### config.mk
export PLATFORM = sky130hd
export DESIGN_NAME = seq_det_sched
export DESIGN_NICKNAME = d
export VERILOG_FILES = /design/src/rtl/seq_det_sched.sv
export SDC_FILE = /design/constraint.sdc
export NUM_CORES = 1
export LEC_CHECK = 0
export BUFFER_PORTS_ARGS = -buffer_cell sky130_fd_sc_hd__buf_2
export CELL_PAD_IN_SITES_DETAIL_PLACEMENT = 1
export CELL_PAD_IN_SITES_GLOBAL_PLACEMENT = 1
export CORE_MARGIN = 2
export CORE_UTILIZATION = 40
export CTS_BUF_LIST = sky130_fd_sc_hd__clkbuf_4
export DETAILED_ROUTE_END_ITERATION = 6
export GPL_TIMING_DRIVEN = 0
export HOLD_SLACK_MARGIN = 0.03
export PLACE_DENSITY = 0.76
export REMOVE_ABC_BUFFERS = 1
export SLEW_MARGIN = 5
export SYNTH_ARGS = -nofsm -noshare
export SYNTH_HDL_FRONTEND = slang
export SYNTH_SLANG_ARGS = --single-unit
### constraint.sdc
create_clock -name clock -period 1.9 [get_ports clock]
set_input_delay 0.19 -clock clock [delete_from_list [all_inputs] [get_ports clock]]
set_output_delay 0.19 -clock clock [all_outputs]
set_load 0.02 [all_outputs]
### src/rtl/seq_det_sched.sv
// Sequencing controller for the serial 1010 Moore detector: serialises framed
// words MSB first, clears the detector per frame, and tallies its matches.
//
// state     | meaning
// ----------+------------------------------------------------------------
// S_IDLE    | waiting for the first word of a frame, in_ready high
// S_RST_DET | one cycle of det_rst so the detector starts the frame clean
// S_SHIFT   | one bit per cycle to the detector, next word buffered ahead
// S_DRAIN   | no new bit; sample the detector's answer to the final bit
// S_DONE    | one-cycle done pulse, results held until the next frame
module seq_det_sched #(
  parameter int WORD_W = 8,
  parameter int CNT_W  = 8,
  parameter int IDX_W  = 16
) (
  input  logic              clock,
  input  logic              reset,
  input  logic              in_valid,
  input  logic [WORD_W-1:0] in_data,
  input  logic              in_last,
  output logic              in_ready,
  output logic              det_rst,
  output logic              det_bit,
  input  logic              det_out,
  output logic              busy,
  output logic              done,
  output logic              err,
  output logic [CNT_W-1:0]  match_count,
  output logic [IDX_W-1:0]  last_match_idx
);

  localparam int BC_W = $clog2(WORD_W);
  localparam logic [BC_W-1:0] BC_TOP = BC_W'(WORD_W - 1);

  typedef enum logic [2:0] {
    S_IDLE,
    S_RST_DET,
    S_SHIFT,
    S_DRAIN,
    S_DONE
  } state_t;

  state_t            state_q, state_d;
  logic [WORD_W-1:0] sr_q, sr_d;
  logic              last_cur_q, last_cur_d;
  logic [WORD_W-1:0] hold_data_q, hold_data_d;
  logic              hold_last_q, hold_last_d;
  logic              hold_full_q, hold_full_d;
  logic [BC_W-1:0]   bit_left_q, bit_left_d;
  logic [IDX_W-1:0]  bit_idx_q, bit_idx_d;
  logic              bit_vld_q, bit_vld_d;
  logic              det_rst_q, det_rst_d;
  logic              det_bit_q, det_bit_d;
  logic [CNT_W-1:0]  cnt_q, cnt_d;
  logic [IDX_W-1:0]  idx_q, idx_d;
  logic              err_q, err_d;
  logic              hs;

  // Once the last word is shifting or buffered, nothing more belongs to this frame.
  assign in_ready = !reset &&
                    ((state_q == S_IDLE) ||
                     ((state_q == S_SHIFT) && !hold_full_q && !last_cur_q));
  assign hs = in_valid && in_ready;

  always_comb begin
    state_d     = state_q;
    sr_d        = sr_q;
    last_cur_d  = last_cur_q;
    hold_data_d = hold_data_q;
    hold_last_d = hold_last_q;
    hold_full_d = hold_full_q;
    bit_left_d  = bit_left_q;
    bit_idx_d   = bit_idx_q;
    bit_vld_d   = 1'b0;
    cnt_d       = cnt_q;
    idx_d       = idx_q;
    err_d       = err_q;

    case (state_q)
      S_IDLE: begin
        if (hs) begin
          sr_d        = in_data;
          last_cur_d  = in_last;
          hold_full_d = 1'b0;
          bit_left_d  = BC_TOP;
          bit_idx_d   = '0;
          cnt_d       = '0;
          idx_d       = '0;
          err_d       = 1'b0;
          state_d     = S_RST_DET;
        end
      end
      S_RST_DET: begin
        state_d = S_SHIFT;
      end
      S_SHIFT: begin
        bit_vld_d = 1'b1;
        bit_idx_d = bit_idx_q + IDX_W'(1);
        if (bit_left_q != '0) begin
          sr_d       = {sr_q[WORD_W-2:0], 1'b0};
          bit_left_d = bit_left_q - BC_W'(1);
          if (hs) begin
            hold_data_d = in_data;
            hold_last_d = in_last;
            hold_full_d = 1'b1;
          end
        end else begin
          bit_left_d = BC_TOP;
          if (hold_full_q) begin
            sr_d        = hold_data_q;
            last_cur_d  = hold_last_q;
            hold_full_d = 1'b0;
          end else if (last_cur_q) begin
            state_d = S_DRAIN;
          end else if (hs) begin
            // Word arriving on the final-bit cycle goes straight to the shifter.
            sr_d       = in_data;
            last_cur_d = in_last;
          end else begin
            err_d   = 1'b1;
            state_d = S_DRAIN;
          end
        end
      end
      S_DRAIN: begin
        state_d = S_DONE;
      end
      S_DONE: begin
        state_d = S_IDLE;
      end
      default: begin
        state_d = S_IDLE;
      end
    endcase

    // det_out answers the bit shown last cycle, whose index is one behind.
    if (bit_vld_q && det_out) begin
      if (cnt_q != {CNT_W{1'b1}}) begin
        cnt_d = cnt_q + CNT_W'(1);
      end
      idx_d = bit_idx_q - IDX_W'(1);
    end
  end

  assign det_rst_d = (state_d == S_RST_DET);
  assign det_bit_d = (state_d == S_SHIFT) ? sr_d[WORD_W-1] : 1'b0;

  always_ff @(posedge clock) begin
    if (reset) begin
      state_q     <= S_IDLE;
      sr_q        <= '0;
      last_cur_q  <= 1'b0;
      hold_data_q <= '0;
      hold_last_q <= 1'b0;
      hold_full_q <= 1'b0;
      bit_left_q  <= '0;
      bit_idx_q   <= '0;
      bit_vld_q   <= 1'b0;
      det_rst_q   <= 1'b1;
      det_bit_q   <= 1'b0;
      cnt_q       <= '0;
      idx_q       <= '0;
      err_q       <= 1'b0;
    end else begin
      state_q     <= state_d;
      sr_q        <= sr_d;
      last_cur_q  <= last_cur_d;
      hold_data_q <= hold_data_d;
      hold_last_q <= hold_last_d;
      hold_full_q <= hold_full_d;
      bit_left_q  <= bit_left_d;
      bit_idx_q   <= bit_idx_d;
      bit_vld_q   <= bit_vld_d;
      det_rst_q   <= det_rst_d;
      det_bit_q   <= det_bit_d;
      cnt_q       <= cnt_d;
      idx_q       <= idx_d;
      err_q       <= err_d;
    end
  end

  assign det_rst        = det_rst_q;
  assign det_bit        = det_bit_q;
  assign busy           = (state_q != S_IDLE);
  assign done           = (state_q == S_DONE);
  assign err            = err_q;
  assign match_count    = cnt_q;
  assign last_match_idx = idx_q;

endmodule
==> reports/qor.csv, run 1 <==
stage;metric;value;unit
layout;finish.utilization;49.26;%
synth;synth.ff_latch_count;69;
synth;syn-instance-count;427;
grt;grt_max_degree;49;
clock_tree;clkTransAtPathRegs;0.12;ns
placement;dp_slack;-1.379;ns
placement;io_buffers;42;
sta;hold_ws;0.06662;ns
worst_setup_path;slowest_delay;0.47;ns
layout;drive_above_1_share;22.96;%
die;die_area;9840;µm²
detailed_routing;drc;0;
synth;yosys_warnings;0;
synth;ys_seq_area_share;38.11;%
clock_tree;clock_latency;0.41;ns
worst_setup_path;worstPathCellList;inv_1, ha_4, or4b_4, a21boi_4, buf_4, a221oi_1, nor3_1;
die;die_y;99.20;µm
run;cap_viol_max_count;0;
detailed_routing;dr_total_vias;3390;
clock_tree;cts_max_level;3;
placement;gp_congestion;0.8002;
die;design.core.area;8763;µm²
worst_setup_path;path_class;reg -> reg;
worst_setup_path;cp_slowest_cell;or4b_4;
synth;ys_types;63;
worst_hold_path;min_path_type;in -> reg;
worst_setup_path;rr_endpoint;sr_q[2]$_SDFFE_PP0P_;
grt;grt_pass1_vias;3320;
power;p_leak;1.730;nW
worst_setup_path;crit_fanout;6;
layout;nNetsFinal;492;
grt;antenna_found_initial;0;
grt;grt_use_total;20.23;%
layout;antennaDiodeCount;0;
die;row_count;34;
layout;syn2layout_area_growth;19.09;%
grt;overflow;0;
clock_tree;cts-root-buf;clkbuf_4;
layout;finalNonFillerCells;587;
sta;tightest_slew;0.9280;ns
synth;mappedNetlistArea;3625;µm²
power;ir_worst_vdd;0.3462;mV
detailed_routing;dr.pass1.iters;4;
worst_setup_path;crit_arrival;2.16;ns
placement;place_hpwl;6.316;mm
worst_hold_path;min_path_cells;3;
synth;synth-edff-count;0;
detailed_routing;wirelength;9.845;mm
sta;max_freq;0.5498;GHz
sta;fin_skew;0.02268;ns
worst_setup_path;rrSetupSlack;0.08;ns
sta;post-route-period-util;95.72;%
die;start_util;41.36;%
clock_tree;cts.sinks;69;
die;ioPinCount;43;
placement;placed_cells;545;
clock_tree;cts_tree;yes;
worst_setup_path;reg2reg_from;bit_left_q[0]$_SDFFE_PP0P_;
detailed_routing;drt_iter0_drc;173;
sta;max_slew_margin;38.13;%
detailed_routing;antenna_left;0;
clock_tree;cts_buffers;9;
sta;setup_ws;0.08129;ns
outcome;outcome;finished clean;
worst_setup_path;r2r_cells;7;
worst_hold_path;hold-path-endpoint;hold_data_q[7]$_SDFFE_PP0P_;
sta;setup_viol;0;
sta;slew_viol_final;0;
grt;grt_first_pass_wirelength;16.42;mm
synth;avgSynthCellArea;8.489;µm²
worst_setup_path;critPathLaunchType;flip-flop;
synth;synth-async-reset-ratio;0;%
synth;synth_ff_type;dfxtp_1;
detailed_routing;viasPerCell;5.775;
power;power_density;707.6;nW/µm²
sta;finalCriticalPeriod;1.819;ns
worst_setup_path;worstSetupEndpointType;flip-flop;
detailed_routing;post_drt_wl_per_cell;16.77;µm
worst_hold_path;min-delay-start;in_data[7];
die;die_w;99.20;µm
sta;final_hold_viol_count;0;
clock_tree;clockBufferDepth;2;
worst_setup_path;cp_data_required_time;2.24;ns
sta;timing.setup.tns;0;ns
[registers in the layout (all words and copies together) (netlist names)]
register and flops:
last_match_idx 16, bit_vld_q 1, err 1, hold_last_q 1, last_cur_q 1, sr_q 8
bit_idx_q 16, det_rst 1, bit_left_q 3, det_bit 1, match_count 8, hold_full_q 1
hold_data_q 8, state_q 3
[where the power goes]
| part | switching (mW) | internal, mW | leakage (nW) |
|---|---|---|---|
| Sequential | 0.0547 | 1.49 | 0.563 |
| Combinational | 0.303 | 0.227 | 1.10 |
| Clock | 0.563 | 0.414 | 0.0724 |
| Total | 0.920 | 2.13 | 1.73 |
[per-layer routing]
layer  wire [µm]  track usage [%]
met5           0                0
met2        4570            32.17
met4          66            5.269
met1        4865            28.02
met3         342            4.287
[synth_stat cells, drive strengths merged (2+ instances only)]
| master | n | area, µm² |
|---|---|---|
| a211oi | 8 | 60.06 |
| inv | 18 | 67.56 |
| o211ai | 7 | 57.55 |
| o31ai | 8 | 65.06 |
| o41ai | 2 | 36.29 |
| nor2b | 2 | 12.51 |
| o21a | 2 | 15.01 |
| nor3 | 20 | 100.1 |
| a21boi | 2 | 18.77 |
| and3b | 2 | 17.52 |
| or4 | 7 | 52.55 |
| ha | 5 | 62.56 |
| or3 | 8 | 50.05 |
| clkbuf | 12 | 45.04 |
| a221oi | 8 | 76.32 |
| nor4b | 2 | 30.03 |
| a311oi | 3 | 26.28 |
| nand3b | 7 | 52.55 |
| nand3 | 17 | 85.08 |
| nand2b | 3 | 18.77 |
| and2 | 3 | 18.77 |
| nand4 | 6 | 37.54 |
| and3 | 3 | 18.77 |
| nor2 | 28 | 105.1 |
| nor3b | 4 | 30.03 |
| dfxtp | 69 | 1381 |
| xor2 | 10 | 87.58 |
| xnor2 | 8 | 70.07 |
| a31oi | 4 | 25.02 |
| nand4b | 2 | 17.52 |
| and4 | 3 | 26.28 |
| nand2 | 33 | 123.9 |
| or4b | 3 | 33.78 |
| o21ai | 24 | 120.1 |
| o2111ai | 4 | 41.29 |
| nor4 | 3 | 25.02 |
| buf | 21 | 110.1 |
| a31o | 2 | 17.52 |
| mux2i | 15 | 150.1 |
| a21oi | 29 | 145.1 |
[worst max-delay path by stage]
stage,start,end,cells past startpoint
6_report,bit_left_q[0]$_SDFFE_PP0P_,sr_q[2]$_SDFFE_PP0P_,7
5_1_grt,bit_idx_q[6]$_SDFFE_PP0P_,bit_idx_q[15]$_SDFFE_PP0P_,4
4_1_cts,state_q[0]$_SDFF_PP0_,match_count[4]$_SDFF_PP0_,4
3_5_place_dp,hold_full_q$_SDFFE_PP0P_,hold_data_q[1]$_SDFFE_PP0P_,4
3_3_place_gp,state_q[1]$_SDFF_PP0_,hold_data_q[2]$_SDFFE_PP0P_,4
2_1_floorplan,state_q[1]$_SDFF_PP0_,hold_data_q[0]$_SDFFE_PP0P_,4
[timing repair]
| action | CTS | global route |
|---|---|---|
| cloned | 0 | 0 |
| setup buffers | 10 | 8 |
| hold buffers | 8 | 0 |
| endpoints found under the setup margin | 61 | 40 |
| pin swaps | 4 | 3 |
| gates resized for setup | 18 | 14 |
| endpoints found under the hold margin | 8 | 0 |
[metrics by stage]
step / instance area (µm²) / total power [mW]
after floorplan: 3470 / 1.867
after detailed placement: 3827 / 2.011
after global placement: 3815 / 1.994
final: 4317 / 3.054
after CTS: 4195 / 3.036
after global routing: 4317 / 3.201
[layout make-up]
| class | count | area (µm²) |
|---|---|---|
| Sequential cell | 69 | 1396 |
| Timing Repair Buffer | 69 | 436.7 |
| Multi-Input combinational cell | 307 | 2142 |
| Clock buffer | 10 | 75.07 |
| Clock inverter | 6 | 63.81 |
| Tap cell | 108 | 135.1 |
| Inverter | 18 | 67.56 |
| Fill cell | 1044 | 4447 |
[kinds of logic (layout without fill, tap and decap cells)]
| kind of cell | after synthesis | count (layout) | synth area share, % |
|---|---|---|---|
| and+or+nand+nor | 159 | 159 | 24.23 |
| xor gates and xnor gates | 18 | 18 | 4.349 |
| buffers and inverters | 51 | 103 | 6.144 |
| AOI/OAI and AO/OA | 109 | 109 | 20.99 |
| muxes | 16 | 16 | 4.453 |
| adders and majority gates | 5 | 5 | 1.726 |
| DFF | 69 | 69 | 38.11 |
[placed cells by master, fill, tap and decap left out, types with 3 or more instances in the layout]
cell / synthesis / routed
or4_1: 7 / 7
xor2_1: 10 / 10
o211ai_1: 6 / 6
and3_1: 3 / 3
buf_4: 1 / 18
o21ai_1: 9 / 9
a21oi_1: 29 / 29
dfxtp_1: 69 / 63
nor3_1: 20 / 20
a211oi_1: 8 / 8
o31ai_1: 7 / 6
mux2i_1: 15 / 15
and2_1: 3 / 3
a311oi_1: 3 / 3
or3_1: 8 / 8
dfxtp_4: 0 / 3
dfxtp_2: 0 / 3
nand4_1: 6 / 6
xnor2_1: 8 / 8
buf_2: 16 / 42
clkbuf_4: 0 / 10
and4_1: 3 / 3
ha_1: 5 / 4
nand3b_1: 7 / 7
a31oi_1: 4 / 4
o21ai_0: 15 / 14
nand2_1: 33 / 33
a221oi_1: 7 / 7
nor2_1: 28 / 27
nand3_1: 17 / 17
dlygate4sd3_1: 0 / 8
inv_1: 17 / 17
nor3b_1: 4 / 3
[critical path, delay by kind of cell (launching register included)]
family | cells | cell delay (ns)
buffers and inverters | 2 | 0.29
adder cells (fa/ha/maj) | 1 | 0.18
AND/OR/NAND/NOR | 2 | 0.63
flip-flops | 1 | 0.35
AO/OA/AOI/OAI | 2 | 0.30
Note: power is estimated with default switching activity, not from simulation.
==> run 2: changes to the inputs <==
Settings changed: ABC_AREA set to 1, PLACE_DENSITY 0.76 to 0.79.
==> run 2 against run 1 <==
  * Clock power fell by 1%
  * Synthesized cell count rose by 25%
  * Setup slack improved by 0.047 ns
  * Sequential power barely moved
  * Flip-flop and latch count did not move
  * Via count rose by 8.1%
  * Wire length rose by 6.7%
  * Maximum frequency rose by 2.7%
  * Power fell by 3.8%
  * Clock skew fell by 0.012 ns
  * Final cell count rose by 18%
  * Critical endpoint is now sr_q[7]$_SDFF_PP0_
  * Critical path depth rose by 2
  * Critical path type unchanged
==> reports/qor.csv, run 2 <==
stage;metric;value;unit
synth;syn-instance-count;535;
detailed_routing;dr_total_vias;3666;
sta;finalCriticalPeriod;1.772;ns
clock_tree;cts-root-buf;clkbuf_4;
clock_tree;clock_latency;0.44;ns
worst_setup_path;reg2reg_from;state_q[0]$_SDFF_PP0_;
sta;final_hold_viol_count;0;
synth;synth.most_common_cell;nand2_1;
worst_setup_path;path_class;reg -> reg;
detailed_routing;post_drt_wl_per_cell;15.20;µm
placement;io_buffers;42;
clock_tree;cts_tree;yes;
sta;tightest_slew;0.5529;ns
worst_setup_path;critPathMostFrequentCell;nand2_1;
detailed_routing;viasPerCell;5.305;
sta;timing.setup.tns;0;ns
sta;max_freq;0.5644;GHz
die;row_count;34;
grt;grt_pass1_vias;3678;
synth;yosys_warnings;0;
detailed_routing;drt_iter0_drc;94;
layout;finish.utilization;47.32;%
synth;synth.ff_latch_count;69;
worst_setup_path;r2r_cells;9;
synth;synth-edff-count;0;
grt;antenna_found_initial;0;
sta;rsz0062_at_grt;yes;
worst_setup_path;cpLargestDelayFamily;simple AND/OR/NAND/NOR gates;
worst_setup_path;slowest_delay;0.44;ns
synth;avgSynthCellArea;6.778;µm²
power;power_density;708.5;nW/µm²
placement;placed_cell_area;3842;µm²
placement;gp_congestion;0.8839;
worst_setup_path;cp_slowest_cell;dfxtp_1;
die;die_y;99.21;µm
grt;grt_first_pass_wirelength;17.46;mm
layout;syn2layout_area_growth;14.35;%
worst_hold_path;min-delay-start;in_valid;
layout;final_area;4146;µm²
sta;max_slew_margin;63.14;%
detailed_routing;antenna_left;0;
synth;synth_commonest_cells;129 x nand2_1, 69 x dfxtp_1, 58 x a21oi_1;
synth;synth_area_leaders;dfxtp_1 38%, nand2_1 13%, a21oi_1 8.0%, nand3_1 6.6%, nor2_1 5.3%;
worst_setup_path;crit_fanout;12;
layout;final_cell_mix;129 x nand2_1, 67 x dfxtp_1, 58 x a21oi_1;
clock_tree;clockBufferDepth;2;
sta;setup_viol;0;
worst_setup_path;critPathLaunchType;flip-flop;
synth;synth-async-reset-ratio;0;%
worst_setup_path;crit_arrival;2.09;ns
layout;nNetsFinal;597;
synth;synth_top_area_share;38.10;%
detailed_routing;dr.pass1.iters;4;
layout;final_common_cell;nand2_1;
layout;antennaDiodeCount;0;
detailed_routing;wirelength;10.51;mm
worst_hold_path;min_path_cells;3;
worst_setup_path;rrSetupSlack;0.13;ns
synth;ys_seq_area_share;38.10;%
sta;slew_viol_final;0;
synth;yosysTopAreaCell;dfxtp_1;
grt;overflow;0;
power;ir_worst_vdd;0.3545;mV
die;die_area;9843;µm²
power;p_leak;1.771;nW
sta;fin_skew;0.01049;ns
worst_hold_path;hold-path-endpoint;err$_SDFFE_PP0P_;
die;die_w;99.21;µm
layout;drive_above_1_share;17.15;%
detailed_routing;drc;0;
grt;grt_max_degree;45;
worst_setup_path;critPathBufInv;1;
worst_setup_path;cp.depth;9;
placement;dp_slack;-0.8826;ns
sta;post-route-period-util;93.25;%
clock_tree;cts.sinks;69;
clock_tree;cts_max_level;3;
clock_tree;clkTransAtPathRegs;0.12;ns
synth;mappedNetlistArea;3626;µm²
die;ioPinCount;43;
synth;synth_ff_type;dfxtp_1;
run;cap_viol_max_count;0;
grt;grt_use_total;21.98;%
worst_setup_path;cp_data_required_time;2.22;ns
clock_tree;cts_buffers;9;
worst_setup_path;rr_endpoint;sr_q[7]$_SDFF_PP0_;
die;start_util;41.38;%
outcome;outcome;finished clean;
sta;setup_ws;0.1283;ns
synth;ys_types;34;
worst_setup_path;worstSetupEndpointType;flip-flop;
die;design.core.area;8763;µm²
placement;place_hpwl;7.093;mm
worst_setup_path;worstPathCellList;nor2_4, nand2_4, clkinv_2, nand2_2, o21ai_0, a21oi_1, nand2_1, nand2_1, nor2_1;
worst_hold_path;min_path_type;in -> reg;
-- run 2: cell types whose count changed in the layout (fill, tap and decap cells not counted), moves of 15 or more --
cell     delta
a21oi_1    +29
inv_1      +28
mux2i_1    -15
nand2_1    +96
nand3_1    +30
nor2_1     +21
o21ai_0    +20
-- run 2: worst max-delay path by stage --
stage                                    startpoint                              end  slack (ns)
final                         state_q[0]$_SDFF_PP0_               sr_q[7]$_SDFF_PP0_        0.13
after global routing      bit_idx_q[0]$_SDFFE_PP0P_  last_match_idx[14]$_SDFFE_PP0P_       -0.04
after CTS                  hold_full_q$_SDFFE_PP0P_        bit_idx_q[8]$_SDFFE_PP0P_        0.01
after global placement                        reset        bit_idx_q[8]$_SDFFE_PP0P_       -0.88
after floorplan           match_count[0]$_SDFF_PP0_        match_count[5]$_SDFF_PP0_        0.26
after detailed placement                      reset        bit_idx_q[4]$_SDFFE_PP0P_       -0.88
-- run 2: worst min-delay path: cells and delay by family --
kind            cells  cell delay, ns
compound gates      2            0.25
buf+inv             1            0.17
-- run 2: per-stage QoR --
step / cells / hold WS, ns / power [mW]
final: 691 / 0.1982 / 2.938
after global routing: 691 / 0.2120 / 3.091
after CTS: 688 / 0.1679 / 2.953
after detailed placement: 662 / 0.4394 / 1.971
after global placement: 662 / 0.4266 / 1.953
after floorplan: 512 / 0.2591 / 1.830
-- run 2: power by group --
| part | total [mW] | switching [mW] | internal [mW] |
|---|---|---|---|
| Combinational | 0.445 | 0.305 | 0.140 |
| Clock | 0.966 | 0.564 | 0.402 |
| Sequential | 1.53 | 0.0327 | 1.49 |
| Total | 2.94 | 0.902 | 2.04 |
-- run 2: final cells by class --
type / count / area, µm²
Multi-Input combinational cell: 391 / 1961
Timing Repair inverter: 1 / 5.005
Fill cell: 1159 / 4617
Timing Repair Buffer: 55 / 332.8
Clock buffer: 10 / 75.07
Inverter: 52 / 201.4
Tap cell: 108 / 135.1
Sequential cell: 69 / 1384
Clock inverter: 5 / 52.55
-- run 2: logic make-up (layout without fill, tap and decap cells) --
kind of cell,Yosys count,count (layout),share of synthesized area [%]
AND/OR/NAND/NOR,271,271,34.13
buffers and inverters,75,123,8.937
XOR/XNOR,4,4,0.9664
flip-flops,69,69,38.10
AO/OA/AOI/OAI,111,111,16.15
adder cells (fa/ha/maj),5,5,1.725
-- run 2: metal layers --
metal / vias to the layer above / wire, µm / track usage, %
met2: 48 / 5289 / 38.25
li1: 1846 / - / -
met5: - / 0 / 0
met3: 11 / 235 / 3.373
met4: 0 / 170 / 8.641
met1: 1761 / 4809 / 27.27
-- run 2: repair_timing --
| item | CTS | global route |
|---|---|---|
| cloned | 0 | 1 |
| endpoints found under the hold margin | 9 | 0 |
| hold buffers | 9 | 0 |
| buffers inserted | 2 | 2 |
| pin swaps | 1 | 0 |
| resized for setup | 3 | 13 |
| setup endpoints to repair | 61 | 48 |
==> run 3: changes to the inputs <==
Settings changed: CTS_BUF_LIST sky130_fd_sc_hd__clkbuf_4 to unset, REMOVE_ABC_BUFFERS 1 to unset.
==> run 3 against run 2 <==
  * First-iteration DRC count fell by 15%
  * Flip-flop and latch count is the same
  * Sequential power about the same
  * Final area up 1.5%
  * Global-route usage rose by 0.92 points
  * Power increased by 8.5%
  * Core utilization grew 0.70 points
  * Critical endpoint is now last_match_idx[13]$_SDFFE_PP0P_
  * Highest routed layer unchanged
  * Critical path depth up 1
  * Clock skew about the same
  * Critical path type unchanged
  * Register-to-register slack improved by 0.04 ns
  * Clock power grew 26%
==> reports/qor.csv, run 3 (same netlist as run 2, synthesis figures left out) <==
stage;metric;value;unit
clock_tree;clockBufferDepth;2;
worst_setup_path;cp_data_required_time;2.18;ns
detailed_routing;dr.pass1.iters;4;
layout;nNetsFinal;606;
layout;final_cell_mix;129 x nand2_1, 69 x dfxtp_1, 58 x a21oi_1;
clock_tree;cts_max_level;3;
detailed_routing;wirelength;10.77;mm
worst_setup_path;reg2reg_from;bit_idx_q[0]$_SDFFE_PP0P_;
run;cap_viol_max_count;0;
layout;drive_above_1_share;17.88;%
grt;grt_first_pass_wirelength;18.09;mm
sta;post-route-period-util;90.98;%
sta;max_slew_margin;59.28;%
placement;gp_congestion;0.9405;
worst_setup_path;crit_arrival;2.01;ns
sta;fin_skew;0.009989;ns
power;p_leak;1.832;nW
clock_tree;cts-root-buf;clkbuf_8;
clock_tree;clock_latency;0.35;ns
worst_setup_path;cp_slowest_cell;dfxtp_1;
power;ir_worst_vdd;0.3501;mV
grt;antenna_found_initial;0;
worst_setup_path;path_class;reg -> reg;
clock_tree;clkTransAtPathRegs;0.08;ns
grt;overflow;0;
worst_setup_path;critPathLaunchType;flip-flop;
die;die_w;99.21;µm
sta;tightest_slew;0.6107;ns
worst_setup_path;slowest_delay;0.38;ns
worst_setup_path;crit_start;bit_idx_q[0]$_SDFFE_PP0P_;
layout;antennaDiodeCount;0;
clock_tree;cts_hold_buf;0;
clock_tree;cts_buffers;9;
worst_setup_path;worstSetupEndpointType;flip-flop;
power;power_density;757.3;nW/µm²
placement;placed_cells;683;
grt;grt_use_total;22.90;%
synth;syn_nets;553;
layout;syn2layout_area_growth;16.05;%
sta;max_freq;0.5785;GHz
sta;final_hold_viol_count;0;
placement;io_buffers;40;
grt;grt_max_degree;12;
detailed_routing;antenna_left;0;
outcome;outcome;finished clean;
sta;setup_viol;0;
die;die_y;99.21;µm
die;ioPinCount;43;
detailed_routing;drc;0;
power;total_power;3.187;mW
worst_setup_path;worstPathCellList;clkinvlp_4, buf_4, nand2_1, nor2_2, nand2_1, nor2_2, nand2_1, nand2_1, nand3_1, a21oi_1;
worst_hold_path;min_path_type;in -> reg;
die;start_util;41.38;%
sta;finalCriticalPeriod;1.729;ns
detailed_routing;dr_total_vias;3716;
detailed_routing;post_drt_wl_per_cell;15.37;µm
grt;grt_pass1_vias;3891;
die;die_area;9843;µm²
die;design.core.area;8763;µm²
clock_tree;cts_tree;yes;
layout;finalNonFillerCells;701;
layout;final_common_cell;nand2_1;
sta;rsz0062_at_grt;no;
layout;fillers;1156;
placement;place_hpwl;8.116;mm
detailed_routing;drt_iter0_drc;80;
clock_tree;cts.sinks;69;
detailed_routing;viasPerCell;5.301;
sta;slew_viol_final;0;
worst_hold_path;min-delay-start;in_data[1];
worst_setup_path;crit_fanout;6;
worst_setup_path;critPathMostFrequentCell;nand2_1;
die;row_count;34;
[run 3: cell types whose count changed in the layout (fill, tap and decap cells not counted), sizes merged]
cell and delta:
buf +12, clkbuf +9, dlygate4sd3 -9, clkinv -3, inv +2, clkinvlp -1
[run 3: area by class of cell]
type                    count  area [µm²]  share of cell area (%)
plain buffers              23       128.9                   3.063
clock buffers              12       145.1                   3.449
clock inverters             4       47.55                   1.130
inverters                  52       198.9                   4.728
multi-input cells         391        1956                   46.48
flip-flops and latches     69        1381                   32.83
well taps                 108       135.1                   3.211
repair buffers             42       215.2                   5.114
[run 3: repair_timing]
| action | 4_1_cts | 5_1_grt |
|---|---|---|
| pin swaps | 0 | 0 |
| gates resized for setup | 1 | 9 |
| buffers inserted | 0 | 2 |
| setup endpoints to repair | 2 | 22 |
[run 3: power by group]
group / internal (mW) / switching, mW
sequential: 1.49 / 0.0267
clock: 0.639 / 0.579
combinational: 0.139 / 0.310
total: 2.27 / 0.916
[run 3: worst max-delay path, delay by kind of cell (launching register included)]
kind	cells	cell delay, ns
AOI/OAI and AO/OA	1	0.12
buffers and inverters	2	0.27
and+or+nand+nor	7	0.88
DFF	1	0.38
[run 3: final timing paths]
path | endpoint | slack, ns | depth (start not counted)
min reg2reg | last_match_idx[4]$_SDFFE_PP0P_ | 0.46 | 2
max | last_match_idx[13]$_SDFFE_PP0P_ | 0.17 | 10
min | hold_data_q[1]$_SDFFE_PP0P_ | 0.08 | 3
max reg2reg | last_match_idx[13]$_SDFFE_PP0P_ | 0.17 | 10
[run 3: routing by layer]
metal | track usage, % | up-vias | share of wire, %
met5 | 0 | - | 0
met4 | 10.22 | 0 | 2.6
met3 | 3.443 | 18 | 2.5
met2 | 40.75 | 55 | 50
met1 | 27.22 | 1777 | 45
li1 | - | 1866 | -
[run 3: metrics by stage]
step	utilization, %	setup WS [ns]	hold slack (ns)	setup TNS (ns)	cell area [µm²]
final	48.02	0.1713	0.07706	0	4208
after global placement	45.20	0.08682	0.4266	0	3961
after detailed placement	45.20	-0.03542	0.4469	-0.04839	3961
after CTS	47.43	0.03752	0.07628	0	4156
after global routing	48.02	0.008000	0.08493	0	4208
after floorplan	-	0.2465	0.3249	0	3626
